===== src/rtl/score_display_ctrl.sv =====
// Purpose : collects reward/penalty events into a saturating pending score, commits it to the
//           7-segment sprite on frame boundaries only, then blinks the digit for a fixed frame count.
// Latency : score/visible/busy update on the edge that samples new_frame_in (seen next cycle);
//           saturated_out is combinational from the pending score. No backpressure: every event is absorbed.
// Ports   : clk_in/rst_in (sync, active-high); new_frame_in, inc_in, dec_in, clear_in are 1-cycle pulses;
//           score_out -> sprite digit, visible_out -> sprite pixel-valid gate, busy_out = blink in
//           progress, saturated_out = pending at MAX_SCORE.
module score_display_ctrl #(
  parameter int MAX_SCORE    = 7,
  parameter int BLINK_FRAMES = 8,
  parameter int BLINK_COUNT  = 3
) (
  input  logic       clk_in,
  input  logic       rst_in,
  input  logic       new_frame_in,
  input  logic       inc_in,
  input  logic       dec_in,
  input  logic       clear_in,
  output logic [2:0] score_out,
  output logic       visible_out,
  output logic       busy_out,
  output logic       saturated_out
);

  localparam int FCW = $clog2(BLINK_FRAMES + 1);
  localparam int BCW = (BLINK_COUNT > 1) ? $clog2(BLINK_COUNT) : 1;

  localparam logic [FCW-1:0] FC_LAST = FCW'(BLINK_FRAMES - 1);
  localparam logic [BCW-1:0] BC_LAST = BCW'(BLINK_COUNT - 1);
  localparam logic [2:0]     MAX_S   = 3'(MAX_SCORE);

  typedef enum logic [1:0] {
    IDLE = 2'd0,
    OFF  = 2'd1,
    ON   = 2'd2
  } state_t;

  state_t         state, state_nxt;
  logic [2:0]     pending, pending_nxt;
  logic [2:0]     score_nxt;
  logic           visible_nxt;
  logic [FCW-1:0] frame_cnt, frame_cnt_nxt;
  logic [BCW-1:0] blink_cnt, blink_cnt_nxt;

  assign saturated_out = (pending == MAX_S);

  // Pending score: clear wins, simultaneous inc/dec cancel, both directions saturate.
  always_comb begin
    pending_nxt = pending;
    if (clear_in) begin
      pending_nxt = 3'd0;
    end else if (inc_in && dec_in) begin
      pending_nxt = pending;
    end else if (inc_in) begin
      pending_nxt = (pending == MAX_S) ? pending : pending + 3'd1;
    end else if (dec_in) begin
      pending_nxt = (pending == 3'd0) ? pending : pending - 3'd1;
    end
  end

  // Blink sequencer. The commit compares the registered (pre-event) pending value, so an
  // event arriving in the frame cycle itself is held over to the next frame.
  always_comb begin
    state_nxt     = state;
    score_nxt     = score_out;
    visible_nxt   = visible_out;
    frame_cnt_nxt = frame_cnt;
    blink_cnt_nxt = blink_cnt;

    if (new_frame_in) begin
      if (pending != score_out) begin
        // A fresh change always restarts the whole notification, even mid-blink.
        score_nxt     = pending;
        frame_cnt_nxt = '0;
        blink_cnt_nxt = '0;
        visible_nxt   = 1'b0;
        state_nxt     = OFF;
      end else begin
        unique case (state)
          OFF: begin
            if (frame_cnt == FC_LAST) begin
              frame_cnt_nxt = '0;
              visible_nxt   = 1'b1;
              state_nxt     = ON;
            end else begin
              frame_cnt_nxt = frame_cnt + 1'b1;
            end
          end
          ON: begin
            if (frame_cnt == FC_LAST) begin
              frame_cnt_nxt = '0;
              if (blink_cnt == BC_LAST) begin
                visible_nxt = 1'b1;
                state_nxt   = IDLE;
              end else begin
                blink_cnt_nxt = blink_cnt + 1'b1;
                visible_nxt   = 1'b0;
                state_nxt     = OFF;
              end
            end else begin
              frame_cnt_nxt = frame_cnt + 1'b1;
            end
          end
          default: begin
            visible_nxt = 1'b1;
          end
        endcase
      end
    end
  end

  always_ff @(posedge clk_in) begin
    if (rst_in) begin
      state       <= IDLE;
      pending     <= 3'd0;
      score_out   <= 3'd0;
      visible_out <= 1'b1;
      busy_out    <= 1'b0;
      frame_cnt   <= '0;
      blink_cnt   <= '0;
    end else begin
      state       <= state_nxt;
      pending     <= pending_nxt;
      score_out   <= score_nxt;
      visible_out <= visible_nxt;
      busy_out    <= (state_nxt != IDLE);
      frame_cnt   <= frame_cnt_nxt;
      blink_cnt   <= blink_cnt_nxt;
    end
  end

endmodule


===== config.mk =====
export PLATFORM = sky130hd
export DESIGN_NAME = score_display_ctrl
export DESIGN_NICKNAME = d
export VERILOG_FILES = /design/src/rtl/score_display_ctrl.sv
export SDC_FILE = /design/constraint.sdc
export NUM_CORES = 1
export LEC_CHECK = 0
export CORE_MARGIN = 1
export CORE_UTILIZATION = 25
export CTS_CLUSTER_DIAMETER = 30
export DETAILED_ROUTE_END_ITERATION = 12
export HOLD_SLACK_MARGIN = 0.02
export PLACE_DENSITY_LB_ADDON = 0.12
export RECOVER_POWER = 50
export SYNTH_ARGS = -nofsm -noshare
export SYNTH_HDL_FRONTEND = slang
export SYNTH_SLANG_ARGS = --single-unit

===== constraint.sdc =====
create_clock -name clk_in -period 4.7 [get_ports clk_in]
set_input_delay 1.41 -clock clk_in [delete_from_list [all_inputs] [get_ports clk_in]]
set_output_delay 1.41 -clock clk_in [all_outputs]
set_load 0.1 [all_outputs]

==> results.cfg <==
[die]
initial_core_util = 0.268
die_w_um = 62.5
die_y_um = 62.5
coreArea_mm2 = 0.00342
dieArea_mm2 = 0.00391
ios = 12
fp-row-count = 21

[sta]
slew_headroom = 0.206
fin_hold_ws_ps = 494
setup_viol = 0
tns_ps = 0
finalClockSkew_ps = 4.97
rsz0062_at_grt = false
slew_violations = 0
tightest_slew_ps = 1170
max_freq_mhz = 279
min_period_ps = 3580
postLayoutSetupSlackWorst_ps = 1120
hold_viol_final = 0
fin_crit_sh = 0.761

[synth]
netlist_top_cells_area = dfxtp_1, ha_1, xor2_2
synth_edf_count = 0
yosysUniqueCellTypes = 37
syn_area_per_cell_um2 = 9.64
yosysMostFrequentCell = dfxtp_1
synth_top_area_cell = dfxtp_1
synth-main-ff-cell = dfxtp_1
synth_common_cells = dfxtp_1, nor2_1, inv_1
postSynth.asyncResetShare = 0
synth_fp_nets = 106
synth-seq-cells = 16
syn-cell-area_um2 = 916
synthCells = 95
synth.yosys.warnings = 0
synth-seq-area-share = 0.350
synth.top_cell.area_share = 0.350

[job]
max_cap_violations = 0

[clock_tree]
clk_path_buf_depth = 2
cts_hold_buf = 0
cts_resized = 0
path_clk_slew_ps = 100
numClockSinks = 16
tritoncts = yes
cts_htree_levels = 1
insertion_delay_ps = 290
root_buffer = clkbuf_4
cts_setup_buffers = 0
cts_buffers = 3

[cells_and_area]
syn2layout_area_growth_pct = 18.3
multi_input_area_um2 = 551
fin_nets = 120
seq_area_um2 = 320
fin_cells = 153
fin_area_mm2 = 0.00108
drive_above_1_share = 0.103
fin_util = 0.317
fillers = 374
antenna_cells = 0

[placement]
placed_area_mm2 = 0.00108
dp_slack_ps = 1440
gp_congestion = 0.798
dp_hpwl_um = 1380
numPortBuffers = 11
place_inst = 150

[routing]
wl_met3_um = 60
routed-wl-met2_um = 897
drc = 0
top_layer = met4
routed_via_density = 4.68
wl_um = 1860
first_iter_violations = 24
wl_per_cell_um = 12.2
postRouteAntennaNets = 0
firstDrtPassIters = 4
drt-met1-wl_um = 889
num_vias = 716

[global_route]
antenna_found_initial = 0
grt_pass1_vias = 708
overflow = 0
grt_util_all_layers = 0.100
grt_pass1_wl_um = 3130
grt_max_degree = 16

[worst_setup_path]
path_max_fanout = 6
rr_startpoint = pending[0]
worstSetupEndpointType = output port
required_ps = 3290
criticalPathCategory = flop to output port
worstPathArrival_ps = 2170
critPathLaunch = pending[0]
setup.worst_path.start_class = flop

[power]
pwr-share-comb = 0.198
p_int_mw = 0.189
power_frac_clock = 0.277
peakVddDrop_v = 0.000106
swShare = 0.307
power.switching_mw = 0.0838
p_leak_nw = 0.424
p_per_area_mw_per_mm2 = 252
p_total_mw = 0.273
seqPwrFrac = 0.525

[min_path]
hold_start = visible_out
min_path_type = flop to flop

[status]
status = finished, final reports clean
[cell families (layout without fill, tap and decap cells)]
group | Yosys count | in the layout | share of synthesized area
and+or+nand+nor | 36 | 36 | 0.240
AOI/OAI and AO/OA | 21 | 21 | 0.184
DFF | 16 | 16 | 0.350
buffers and inverters | 8 | 20 | 0.0328
adders and majority gates | 5 | 5 | 0.0765
xor gates and xnor gates | 5 | 5 | 0.0724
muxes | 4 | 4 | 0.0437
[metal layers]
layer  vias to the layer above  GRT usage
met3                         2     0.0328
li1                        369          -
met5                         -          0
met4                         0     0.0174
met1                       333      0.117
met2                        12      0.179
[power by group through the flow]
stage / clock [mW] / sequential (mW) / combinational [mW]
finish: 0.0755 / 0.143 / 0.0540
global route: 0.0868 / 0.144 / 0.0587
CTS: 0.0826 / 0.143 / 0.0573
detailed placement: 0 / 0.146 / 0.0570
global placement: 0 / 0.146 / 0.0570
floorplan: 0 / 0.159 / 0.0288
[area by class of cell]
cell class                 instances  share of cell area
sequential                        16               0.296
tap                               46              0.0531
timing repair buffer              11               0.102
multi-input combinational         71               0.508
inverter                           6              0.0208
clock buffer                       3              0.0208
[critical path: stages, from the launching register on]
cell and delay (ps):
dfxtp_1 500, and3_2 250, clkdlybuf4s50_1 1130
[layout by cell type (no fill, tap or decap)]
master,instances
mux2i_1,4
nand2b_1,2
a21bo_1,2
nor2b_1,3
nand2_1,3
o2bb2ai_1,1
dfxtp_1,16
xor2_1,2
a32oi_1,3
and2_0,1
o22a_1,1
dlygate4sd3_1,3
o41ai_1,4
or3_1,1
a21oi_1,4
nand4b_1,1
and3b_1,1
o211ai_1,1
and2_2,1
nor2_1,12
fa_1,1
a32o_1,2
nand4_1,1
and4b_1,1
ha_1,4
or2_2,2
clkdlybuf4s50_1,8
nand3b_1,2
and3_2,1
nor3_2,1
a221o_1,1
inv_1,6
o21ai_0,1
nor4b_1,1
nor3_1,2
xor2_2,3
clkbuf_4,3
o31ai_1,1
[sequential cells by signal, indices dropped and copies added, names as in the netlist]
signal / flops
busy_out: 1
score_out: 3
blink_cnt: 2
state: 2
visible_out: 1
pending: 3
frame_cnt: 4
[final timing paths]
kind                                      end  slack, ps  cells past startpoint
worst max-delay path            saturated_out       1120                      2
worst min-delay path              visible_out        490                      1
worst max register to register       busy_out       2480                      4
worst min register to register    visible_out        490                      1
(Power assumes the default switching activity.)
